--- config.mk ---
export PLATFORM = sky130hd
export DESIGN_NAME = fetch_unit
export DESIGN_NICKNAME = d
export VERILOG_FILES = /design/src/rtl/lc3b_types.sv /design/src/rtl/fetch_slot.sv /design/src/rtl/fetch_unit.sv
export SDC_FILE = /design/constraint.sdc
export NUM_CORES = 1
export LEC_CHECK = 0
export ABC_AREA = 1
export CAP_MARGIN = 20
export CORE_ASPECT_RATIO = 0.6
export CORE_MARGIN = 1.5
export CORE_UTILIZATION = 40
export DETAILED_ROUTE_END_ITERATION = 10
export PLACE_DENSITY = 0.7
export SYNTH_ARGS = -nofsm -noshare
export SYNTH_HDL_FRONTEND = slang
export SYNTH_SLANG_ARGS = --single-unit
--- constraint.sdc ---
create_clock -name clk -period 2.5 [get_ports clk]
set_clock_uncertainty 0.15 [all_clocks]
set_input_delay 0.375 -clock clk [delete_from_list [all_inputs] [get_ports clk]]
set_output_delay 0.375 -clock clk [all_outputs]
set_load 0.02 [all_outputs]
--- src/rtl/lc3b_types.sv ---
// Shared LC-3b types for the fetch datapath: instruction word, fetch FSM states,
// and the NOP encoding (BR with nzp=000) shown while no instruction is held.
package lc3b_types;

  typedef logic [15:0] lc3b_word;

  typedef enum logic [1:0] {
    S_FETCH,
    S_HOLD,
    S_DROP
  } lc3b_fetch_state;

  localparam lc3b_word lc3b_nop_word = 16'h0000;

endpackage

--- src/rtl/fetch_slot.sv ---
// One instruction holding register {valid, ir, pc}; clear wins over load so a
// flush always empties the entry. A cleared entry shows the NOP word.
module fetch_slot
  import lc3b_types::*;
#(
  parameter lc3b_word NOP_WORD = lc3b_nop_word
) (
  input  logic     clk,
  input  logic     reset_n,
  input  logic     load,
  input  logic     clear,
  input  lc3b_word ir_in,
  input  lc3b_word pc_in,
  output logic     valid,
  output lc3b_word ir,
  output lc3b_word pc
);

  always_ff @(posedge clk or negedge reset_n) begin
    if (!reset_n) begin
      valid <= 1'b0;
      ir    <= NOP_WORD;
      pc    <= 16'h0000;
    end else if (clear) begin
      valid <= 1'b0;
      ir    <= NOP_WORD;
    end else if (load) begin
      valid <= 1'b1;
      ir    <= ir_in;
      pc    <= pc_in;
    end
  end

endmodule

--- src/rtl/fetch_unit.sv ---
// LC-3b IF stage: owns the fetch PC, talks to I-memory, buffers IR toward decode.
// Define FETCH_SKID_BUFFER_EN to add a one-entry skid so fetch continues during stalls.
module fetch_unit
  import lc3b_types::*;
#(
  parameter lc3b_word RESET_PC = 16'h0000,
  parameter lc3b_word NOP_WORD = lc3b_nop_word
) (
  input  logic     clk,
  input  logic     reset_n,
  output logic     imem_read,
  output lc3b_word imem_address,
  input  lc3b_word imem_rdata,
  input  logic     imem_resp,
  output lc3b_word ir_out,
  output lc3b_word pc_out,
  output lc3b_word pc_plus2_out,
  output logic     ir_valid,
  input  logic     decode_ready,
  input  logic     redirect,
  input  lc3b_word redirect_pc
);

  lc3b_fetch_state state, state_next;
  lc3b_word        req_pc, req_pc_next;
  lc3b_word        next_pc, next_pc_next;
  lc3b_word        target;
  logic            transfer;

  logic            out_load, out_clear, out_valid;
  lc3b_word        out_ir_in, out_pc_in, out_ir, out_pc;

`ifdef FETCH_SKID_BUFFER_EN
  logic            skid_load, skid_clear, skid_valid;
  lc3b_word        skid_ir, skid_pc;
`endif

  assign target       = redirect_pc & 16'hFFFE;
  assign transfer     = out_valid & decode_ready;
  // Gated by reset_n so the request drops the instant reset asserts.
  assign imem_read    = reset_n & (state != S_HOLD);
  assign imem_address = req_pc;
  assign ir_out       = out_ir;
  assign pc_out       = out_pc;
  assign pc_plus2_out = out_pc + 16'd2;
  assign ir_valid     = out_valid;

  always_ff @(posedge clk or negedge reset_n) begin
    if (!reset_n) begin
      state   <= S_FETCH;
      req_pc  <= RESET_PC;
      next_pc <= RESET_PC;
    end else begin
      state   <= state_next;
      req_pc  <= req_pc_next;
      next_pc <= next_pc_next;
    end
  end

  always_comb begin
    state_next   = state;
    req_pc_next  = req_pc;
    next_pc_next = next_pc;
    out_load     = 1'b0;
    out_ir_in    = imem_rdata;
    out_pc_in    = req_pc;
`ifdef FETCH_SKID_BUFFER_EN
    skid_load    = 1'b0;
    skid_clear   = redirect;
`endif
    if (redirect) begin
      // A pending request must finish before req_pc may move, hence S_DROP.
      if (state != S_HOLD && !imem_resp) begin
        state_next   = S_DROP;
        next_pc_next = target;
      end else begin
        state_next  = S_FETCH;
        req_pc_next = target;
      end
    end else begin
      case (state)
        S_FETCH: begin
          if (imem_resp) begin
            if (!out_valid || decode_ready) begin
              out_load    = 1'b1;
              req_pc_next = req_pc + 16'd2;
`ifdef FETCH_SKID_BUFFER_EN
              state_next  = S_FETCH;
`else
              state_next  = S_HOLD;
`endif
            end else begin
`ifdef FETCH_SKID_BUFFER_EN
              skid_load   = 1'b1;
              req_pc_next = req_pc + 16'd2;
              state_next  = S_HOLD;
`endif
            end
          end
        end
        S_HOLD: begin
          if (transfer) begin
            state_next = S_FETCH;
`ifdef FETCH_SKID_BUFFER_EN
            if (skid_valid) begin
              out_load   = 1'b1;
              out_ir_in  = skid_ir;
              out_pc_in  = skid_pc;
              skid_clear = 1'b1;
            end
`endif
          end
        end
        S_DROP: begin
          if (imem_resp) begin
            state_next  = S_FETCH;
            req_pc_next = next_pc;
          end
        end
        default: state_next = S_FETCH;
      endcase
    end
    out_clear = redirect | (transfer & ~out_load);
  end

  fetch_slot #(.NOP_WORD(NOP_WORD)) u_out_slot (
    .clk     (clk),
    .reset_n (reset_n),
    .load    (out_load),
    .clear   (out_clear),
    .ir_in   (out_ir_in),
    .pc_in   (out_pc_in),
    .valid   (out_valid),
    .ir      (out_ir),
    .pc      (out_pc)
  );

`ifdef FETCH_SKID_BUFFER_EN
  fetch_slot #(.NOP_WORD(NOP_WORD)) u_skid_slot (
    .clk     (clk),
    .reset_n (reset_n),
    .load    (skid_load),
    .clear   (skid_clear),
    .ir_in   (imem_rdata),
    .pc_in   (req_pc),
    .valid   (skid_valid),
    .ir      (skid_ir),
    .pc      (skid_pc)
  );
`endif

endmodule

==> Flow_metrics.wiki, run 1 <==
{| class="wikitable"
! Metric !! Value
|-
| Die extent in x || 122 µm
|-
| Count of buffers from port buffering || 98
|-
| Residual overflow from global routing || 0
|-
| TritonCTS clock tree || yes
|-
| Leak pwr || 0.00237 µW
|-
| Worst-Margin Slew || 0.828 ns
|-
| IR drop worst, VDD || 0.286 mV
|-
| Initial Util || 42.4%
|-
| Synthesis warning total || 0
|-
| Max-slew violation count || 0
|-
| Data required time of the critical path || 1.98 ns
|-
| Setup violations, final || 0
|-
| I/O pin count || 103
|-
| Per-cell via count in the routed design || 4.75
|-
| HPWL after DPL || 6.47 mm
|-
| Max-cap violations || 0
|-
| Worst reg2reg startpoint || imem_address[2]
|-
| Worst hold slack || 0.0961 ns
|-
| RSZ-0062 raised after global routing || no
|-
| Row count || 25
|-
| Setup TNS || 0 ns
|-
| R2R Setup Slk || 0.60 ns
|-
| Share of synthesized area occupied by flip-flops and latches || 46.8%
|-
| Total inserted antenna cells || 0
|-
| Maximum clock rate || 422 MHz
|-
| Maximum number of pins on one net before global-route repair || 65
|-
| Proportion of layout cells with a drive suffix above 1 || 10.3%
|-
| Number of synthesized register bits || 64
|-
| Min-delay worst type || input port to async pin
|-
| Asr flop ratio synth || 100%
|-
| Syn avg cell area || 7.65 µm²
|-
| Reg-to-reg endpoint || imem_address[15]
|-
| CTS Root Buffer Type || sky130_fd_sc_hd__clkbuf_16
|-
| Worst setup path startpoint || u_out_slot.pc[2]
|-
| Cell area after technology mapping || 0.00342 mm²
|-
| Final critical path time including I/O delays and setup || 2.37 ns
|-
| Final Hold Viols || 0
|-
| Maximum number of buffers from clock root to sink || 2
|-
| Final routed wirelength across all metal layers || 8.80 mm
|-
| Final #Nets || 596
|-
| Wire length of the first global-routing pass || 14.6 mm
|-
| Number of standard cells after synthesis || 447
|-
| Total cell area at the placement stage || 0.00456 mm²
|-
| Total number of vias || 3176
|-
| Placer's final routability congestion estimate || 0.858
|-
| Placeable Area || 0.00807 mm²
|-
| DRC violation count after routing || 0
|-
| Result of the run || complete, no violations
|-
| Final design instance area without fill || 0.00485 mm²
|-
| Via count of the first global-routing pass || 2963
|-
| Share of the cycle needed by the critical path after routing || 94.8%
|-
| Post CTS Setup Buffer Count || 0
|-
| Kind of critical path || flop to output pin
|-
| Later-pin clock latency in the skew report || 0.32 ns
|-
| Arrival time reported for the critical path endpoint || 1.85 ns
|-
| Die H || 74.6 µm
|-
| Detailed-route wire length per cell || 13.2 µm
|-
| Drt pass-1 iters || 4
|-
| Area Overhead vs Synth || 41.8%
|-
| Number of clock buffers inserted by TritonCTS || 9
|-
| Crit. End Element || output pin
|-
| ANT nets after route || 0
|-
| Number of filler instances in the final layout || 719
|-
| Worst max-slew margin expressed relative to the limit || 44.8%
|-
| Power per Cell Area || 888 mW/mm²
|-
| Number of antenna violations at the first check in global routing || 0
|-
| GRT Resource Usage Total || 20.5%
|-
| Level count of the clock H-tree || 3
|-
| Post-synth EDFFs || 0
|-
| Count of routing violations after the opening detailed-route iteration || 198
|-
| Distinct cell type count after synthesis || 27
|-
| Launching element type of the critical path || flop
|-
| Clock slew at the register clock pins of the worst setup and hold paths || 0.05 ns
|-
| Path depth of the worst reg2reg path || 8
|-
| Die Footprint || 0.00913 mm²
|-
| Synth Flop Type || sky130_fd_sc_hd__dfrtp_1
|-
| CP max FO || 4
|-
| CP Capture Point || pc_plus2_out[13]
|-
| TritonCTS Sinks || 64
|}
## report_power, final
part	leakage [µW]	switching, µW	internal, µW
Sequential	0.000803	259	1250
Combinational	0.00142	866	718
Clock	0.000145	424	787
Total	0.00237	1550	2760
## layout by cell type (no fill, tap or decap), types with 2 or more instances in the layout
master / netlist / layout
sky130_fd_sc_hd__nand2_1: 146 / 146
sky130_fd_sc_hd__mux2_2: 9 / 9
sky130_fd_sc_hd__clkinv_2: 0 / 3
sky130_fd_sc_hd__o21ai_0: 45 / 45
sky130_fd_sc_hd__clkbuf_2: 0 / 3
sky130_fd_sc_hd__clkbuf_16: 0 / 9
sky130_fd_sc_hd__dfrtp_1: 64 / 63
sky130_fd_sc_hd__dlygate4sd2_1: 0 / 5
sky130_fd_sc_hd__nand4_1: 8 / 8
sky130_fd_sc_hd__nand3_1: 32 / 32
sky130_fd_sc_hd__ha_1: 2 / 2
sky130_fd_sc_hd__a21oi_1: 4 / 4
sky130_fd_sc_hd__nor2_1: 32 / 30
sky130_fd_sc_hd__or2_2: 2 / 2
sky130_fd_sc_hd__xor2_1: 11 / 11
sky130_fd_sc_hd__clkdlybuf4s50_1: 0 / 86
sky130_fd_sc_hd__dlymetal6s2s_1: 0 / 2
sky130_fd_sc_hd__conb_1: 1 / 3
sky130_fd_sc_hd__mux2_4: 3 / 3
sky130_fd_sc_hd__xnor2_1: 3 / 3
sky130_fd_sc_hd__inv_1: 56 / 56
sky130_fd_sc_hd__buf_4: 3 / 16
sky130_fd_sc_hd__nor2_2: 2 / 3
sky130_fd_sc_hd__nor3_1: 4 / 3
## area by class of cell
class / instances / area, µm² / area share (%)
Sequential cell: 64 / 1600 / 33.0
Inverter: 58 / 218 / 4.49
Multi-Input combinational cell: 310 / 1530 / 31.4
Clock buffer: 11 / 243 / 5.01
Timing Repair Buffer: 114 / 1080 / 22.3
Tap cell: 108 / 135 / 2.79
Clock inverter: 4 / 45.0 / 0.929
## critical path, stage by stage, from the launching register on
cell and delay, ns:
sky130_fd_sc_hd__dfrtp_1 0.36, sky130_fd_sc_hd__ha_1 0.19, sky130_fd_sc_hd__nand2_1 0.10, sky130_fd_sc_hd__nor2_4 0.13
sky130_fd_sc_hd__nand2_1 0.08, sky130_fd_sc_hd__nor2_2 0.15, sky130_fd_sc_hd__nand3_1 0.11, sky130_fd_sc_hd__xor2_1 0.14
sky130_fd_sc_hd__clkdlybuf4s15_2 0.27
## repair_timing
action                     4_1_cts  5_1_grt
gates resized for setup         14       10
gates cloned                     0        0
setup endpoints to repair       10        6
hold buffers                     0        0
## registers in the layout, summed over array words and instances, names as in the netlist
signal,count
u_out_slot.pc,15
u_out_slot.valid,1
u_out_slot.ir,16
imem_address,15
state,2
next_pc,15
## cells in the mapped netlist (all sizes together) (3+ instances only)
| cell | n | area (µm²) |
|---|---|---|
| inv | 57 | 214 |
| a21oi | 4 | 20.0 |
| xnor2 | 3 | 26.3 |
| nand2 | 146 | 548 |
| buf | 11 | 75.1 |
| nand4 | 9 | 62.6 |
| xor2 | 11 | 96.3 |
| o21ai | 45 | 225 |
| nor3 | 4 | 20.0 |
| dfrtp | 64 | 1600 |
| mux2 | 12 | 146 |
| nor2 | 34 | 133 |
| clkbuf | 6 | 22.5 |
| nand3 | 33 | 170 |
## layer usage
metal	routed length [µm]	vias up	GRT usage (%)
met2	3610	90	29.7
li1	-	1624	-
met1	4540	1456	31.2
met3	605	6	4.55
met5	0	-	0
met4	44	0	4.65
## kinds of logic (layout without fill, tap and decap cells)
group,after synthesis,after routing,synth area share (%)
and+or+nand+nor,229,229,27.8
buffers and inverters,75,187,9.22
DFF,64,64,46.8
AOI/OAI and AO/OA,50,50,7.39
xor gates and xnor gates,14,14,3.59
muxes,12,12,4.28
adders and majority gates,2,2,0.732
other,1,3,0.110
## metrics by stage
| stage | total power, µW | util [%] | setup WS [ns] | std cells |
|---|---|---|---|---|
| after global routing | 4560 | 60.1 | 0.00951 | 669 |
| final | 4310 | 60.1 | 0.129 | 669 |
| after floorplan | 2320 | - | 0.297 | 449 |
| after global placement | 3110 | 56.5 | 0.0506 | 654 |
| after detailed placement | 3140 | 56.5 | -0.0452 | 654 |
| after CTS | 4340 | 60.1 | 0.0114 | 669 |
## worst min path at each step
stage / start / end / slack (ns) / cells after the start
final: reset_n / u_out_slot.ir[4] / 0.1 / 2
after CTS: reset_n / u_out_slot.valid / 0.14 / 2
after floorplan: reset_n / imem_address[10] / -0.07 / 0
after detailed placement: next_pc[6] / next_pc[6] / 0.33 / 2
after global placement: next_pc[7] / next_pc[7] / 0.32 / 2
after global routing: reset_n / next_pc[9] / 0.18 / 2
(Power assumes the default switching activity.)
==> run 2: changes to the inputs <==
Clock period 2.5 ns to 2.65 ns, I/O delays scaled along.
==> run 2 against run 1 <==
Net effect:
- via count fell by 0.79%
- register-to-register slack gained 0.10 ns
- clock power about the same
- count of clock-buffer cells in the layout increased by 3
- critical path type unchanged
==> Flow_metrics.wiki, run 2 (same netlist as run 1, synthesis figures left out) <==
{| class="wikitable"
! Metric !! Value
|-
| Result of the run || complete, no violations (unchanged)
|-
| Most frequent cells in the layout || sky130_fd_sc_hd__nand2_1 (146), sky130_fd_sc_hd__clkdlybuf4s50_1 (89), sky130_fd_sc_hd__dfrtp_1 (64), sky130_fd_sc_hd__inv_1 (56), sky130_fd_sc_hd__o21ai_0 (45) (was sky130_fd_sc_hd__nand2_1 (146), sky130_fd_sc_hd__clkdlybuf4s50_1 (86), sky130_fd_sc_hd__dfrtp_1 (63), sky130_fd_sc_hd__inv_1 (56), sky130_fd_sc_hd__o21ai_0 (45))
|-
| Area Overhead vs Synth || 41.9% (was 41.8%)
|-
| Initial Util || 42.4% (unchanged)
|-
| TritonCTS Sinks || 64 (unchanged)
|-
| CTS Root Buffer Type || sky130_fd_sc_hd__clkbuf_16 (unchanged)
|-
| Number of antenna violations at the first check in global routing || 0 (unchanged)
|-
| Most flop-heavy register || u_out_slot.ir (unchanged)
|-
| Launching element type of the critical path || flop (unchanged)
|-
| Share of the cycle needed by the critical path after routing || 95.0%
|-
| Net switching power figure || 1470 µW (was 1550 µW)
|-
| Final design instance area without fill || 0.00485 mm² (about the same)
|-
| Worst hold slack || 0.110 ns (was 0.0961 ns)
|-
| Final worst setup slack || 0.134 ns (was 0.129 ns)
|-
| Worst-Margin Slew || 0.802 ns (was 0.828 ns)
|-
| Arrival time reported for the critical path endpoint || 1.97 ns (was 1.85 ns)
|-
| Placer's final routability congestion estimate || 0.836 (was 0.858)
|-
| DRC violation count after routing || 0 (unchanged)
|-
| TritonCTS clock tree || yes (unchanged)
|-
| Post-placement setup slack || 0.0466 ns (was -0.0452 ns)
|-
| Maximum number of pins on one net before global-route repair || 65 (unchanged)
|-
| Maximum clock rate || 397 MHz
|-
| Combinational cell fraction of total power || 35.5% (was 36.8%)
|-
| Proportion of power drawn by the clock network || 29.8% (was 28.1%)
|-
| Sequential share of power || 34.7% (was 35.1%)
|-
| Level count of the clock H-tree || 3 (unchanged)
|-
| Power per Cell Area || 856 mW/mm² (was 888 mW/mm²)
|-
| Die Footprint || 0.00913 mm² (unchanged)
|-
| Leak pwr || 0.00236 µW (was 0.00237 µW)
|-
| Proportion of layout cells with a drive suffix above 1 || 9.01% (was 10.3%)
|-
| Setup TNS || 0 ns (unchanged)
|-
| Max-cap violations || 0 (unchanged)
|-
| Per-cell via count in the routed design || 4.75 (about the same)
|-
| Residual overflow from global routing || 0 (unchanged)
|-
| Die H || 74.6 µm (unchanged)
|-
| Kind of critical path || flop to output pin (unchanged)
|-
| Power Internal || 2680 µW (was 2760 µW)
|-
| Total cell area at the placement stage || 0.00452 mm² (was 0.00456 mm²)
|-
| ANT nets after route || 0 (unchanged)
|-
| Wire length of the first global-routing pass || 14.8 mm (was 14.6 mm)
|-
| Largest register FFs || 16 (unchanged)
|-
| Total inserted antenna cells || 0 (unchanged)
|-
| Share of total power consumed by net switching || 35.3% (was 35.9%)
|-
| Final Hold Viols || 0 (unchanged)
|-
| GRT Resource Usage Total || 21.1% (was 20.5%)
|-
| Worst max-slew margin expressed relative to the limit || 46.5% (was 44.8%)
|-
| HPWL after DPL || 6.45 mm (was 6.47 mm)
|-
| Row count || 25 (unchanged)
|-
| Setup violations, final || 0 (unchanged)
|-
| RSZ-0062 raised after global routing || no (unchanged)
|-
| Total number of vias || 3151 (was 3176)
|-
| Max-slew violation count || 0 (unchanged)
|-
| Die extent in x || 122 µm (unchanged)
|-
| Min-delay worst type || input port to async pin (unchanged)
|-
| Count of routing violations after the opening detailed-route iteration || 236 (was 198)
|-
| Detailed-route wire length per cell || 13.5 µm (was 13.2 µm)
|-
| Commonest non-fill, non-tap cell in the layout || sky130_fd_sc_hd__nand2_1 (unchanged)
|-
| Later-pin clock latency in the skew report || 0.32 ns (about the same)
|-
| Placeable Area || 0.00807 mm² (unchanged)
|-
| Final #Nets || 589 (was 596)
|-
| Clock slew at the register clock pins of the worst setup and hold paths || 0.05 ns (about the same)
|-
| Count of buffers from port buffering || 98 (unchanged)
|-
| Final critical path time including I/O delays and setup || 2.52 ns
|-
| Number of clock buffers inserted by TritonCTS || 9 (unchanged)
|-
| Data required time of the critical path || 2.10 ns (was 1.98 ns)
|-
| I/O pin count || 103 (unchanged)
|-
| Via count of the first global-routing pass || 3003 (was 2963)
|-
| Maximum number of buffers from clock root to sink || 2 (unchanged)
|-
| Crit. End Element || output pin (unchanged)
|-
| Drt pass-1 iters || 5 (was 4)
|-
| CP max FO || 4 (unchanged)
|-
| IR drop worst, VDD || 0.297 mV (was 0.286 mV)
|-
| Final routed wirelength across all metal layers || 8.92 mm (was 8.80 mm)
|-
| Total power || 4150 µW (was 4310 µW)
|}
==> run 2: changes by cell type in the layout (fill, tap and decap cells not counted), sizes merged <==
cell           before  now
buf                17   10
dlygate4sd2         5    1
clkdlybuf4s50      86   89
clkbuf             14   16
clkinv              4    2
clkdlybuf4s15       1    2
dlymetal6s2s        2    3
==> run 2: layer usage <==
metal | vias to the layer above | global-route usage (%) | wire length [µm]
met1 | 1423 | 32.0 | 4580
met3 | 6 | 4.62 | 630
met5 | - | 0 | 0
li1 | 1610 | - | -
met4 | 0 | 4.91 | 39
met2 | 112 | 30.9 | 3670
==> run 2: area by class of cell <==
type                    count  area [µm²]
flip-flops and latches     64        1600
fillers                   751        3220
repair buffers            107        1050
inverters                  58         218
clock buffers              14         284
multi-input cells         310        1530
clock inverters             2        35.0
well taps                 108         135
==> run 2: path summary, 6_finish.rpt <==
check	from	endpoint	slack [ns]	cells past startpoint
max in group asynchronous	reset_n	imem_address[10]	1.71	2
hold reg to reg	next_pc[6]	next_pc[6]	0.34	2
min in group clk	next_pc[6]	next_pc[6]	0.34	2
setup / recovery	u_out_slot.pc[1]	pc_plus2_out[6]	0.13	5
hold / removal	reset_n	u_out_slot.ir[4]	0.11	2
setup reg to reg	state[0]	imem_address[10]	0.70	9
==> run 2: worst max-delay path: stages, from the launching register on <==
cell and delay (ns):
sky130_fd_sc_hd__dfrtp_1 0.34, sky130_fd_sc_hd__buf_4 0.13, sky130_fd_sc_hd__nand3_1 0.15, sky130_fd_sc_hd__nor3_2 0.23
sky130_fd_sc_hd__xor2_1 0.18, sky130_fd_sc_hd__clkdlybuf4s50_1 0.62
==> run 2: timing repair <==
action | in CTS | in global routing
hold buffers | 0 | 0
setup endpoints to repair | 7 | 7
resized for setup | 7 | 11
setup buffers | 0 | 0
==> run 2: power groups by stage <==
stage	Combinational, µW	Clock [µW]	Sequential [µW]
after floorplan	611	0	1580
after global placement	1480	0	1440
after detailed placement	1490	0	1450
after CTS	1480	1260	1430
after global routing	1610	1310	1470
final	1470	1240	1440
==> run 2: metrics by stage <==
stage | utilization (%) | instances
2_1_floorplan | - | 449
3_3_place_gp | 56.0 | 647
3_5_place_dp | 56.0 | 647
4_1_cts | 60.0 | 663
5_1_grt | 60.1 | 663
6_report | 60.1 | 663
==> run 3: changes to the inputs <==
Settings changed: HOLD_SLACK_MARGIN from default to 0.03.
==> results of run 3 <==
Same layout as run 2: the final DEF is identical, and so are final timing and power.
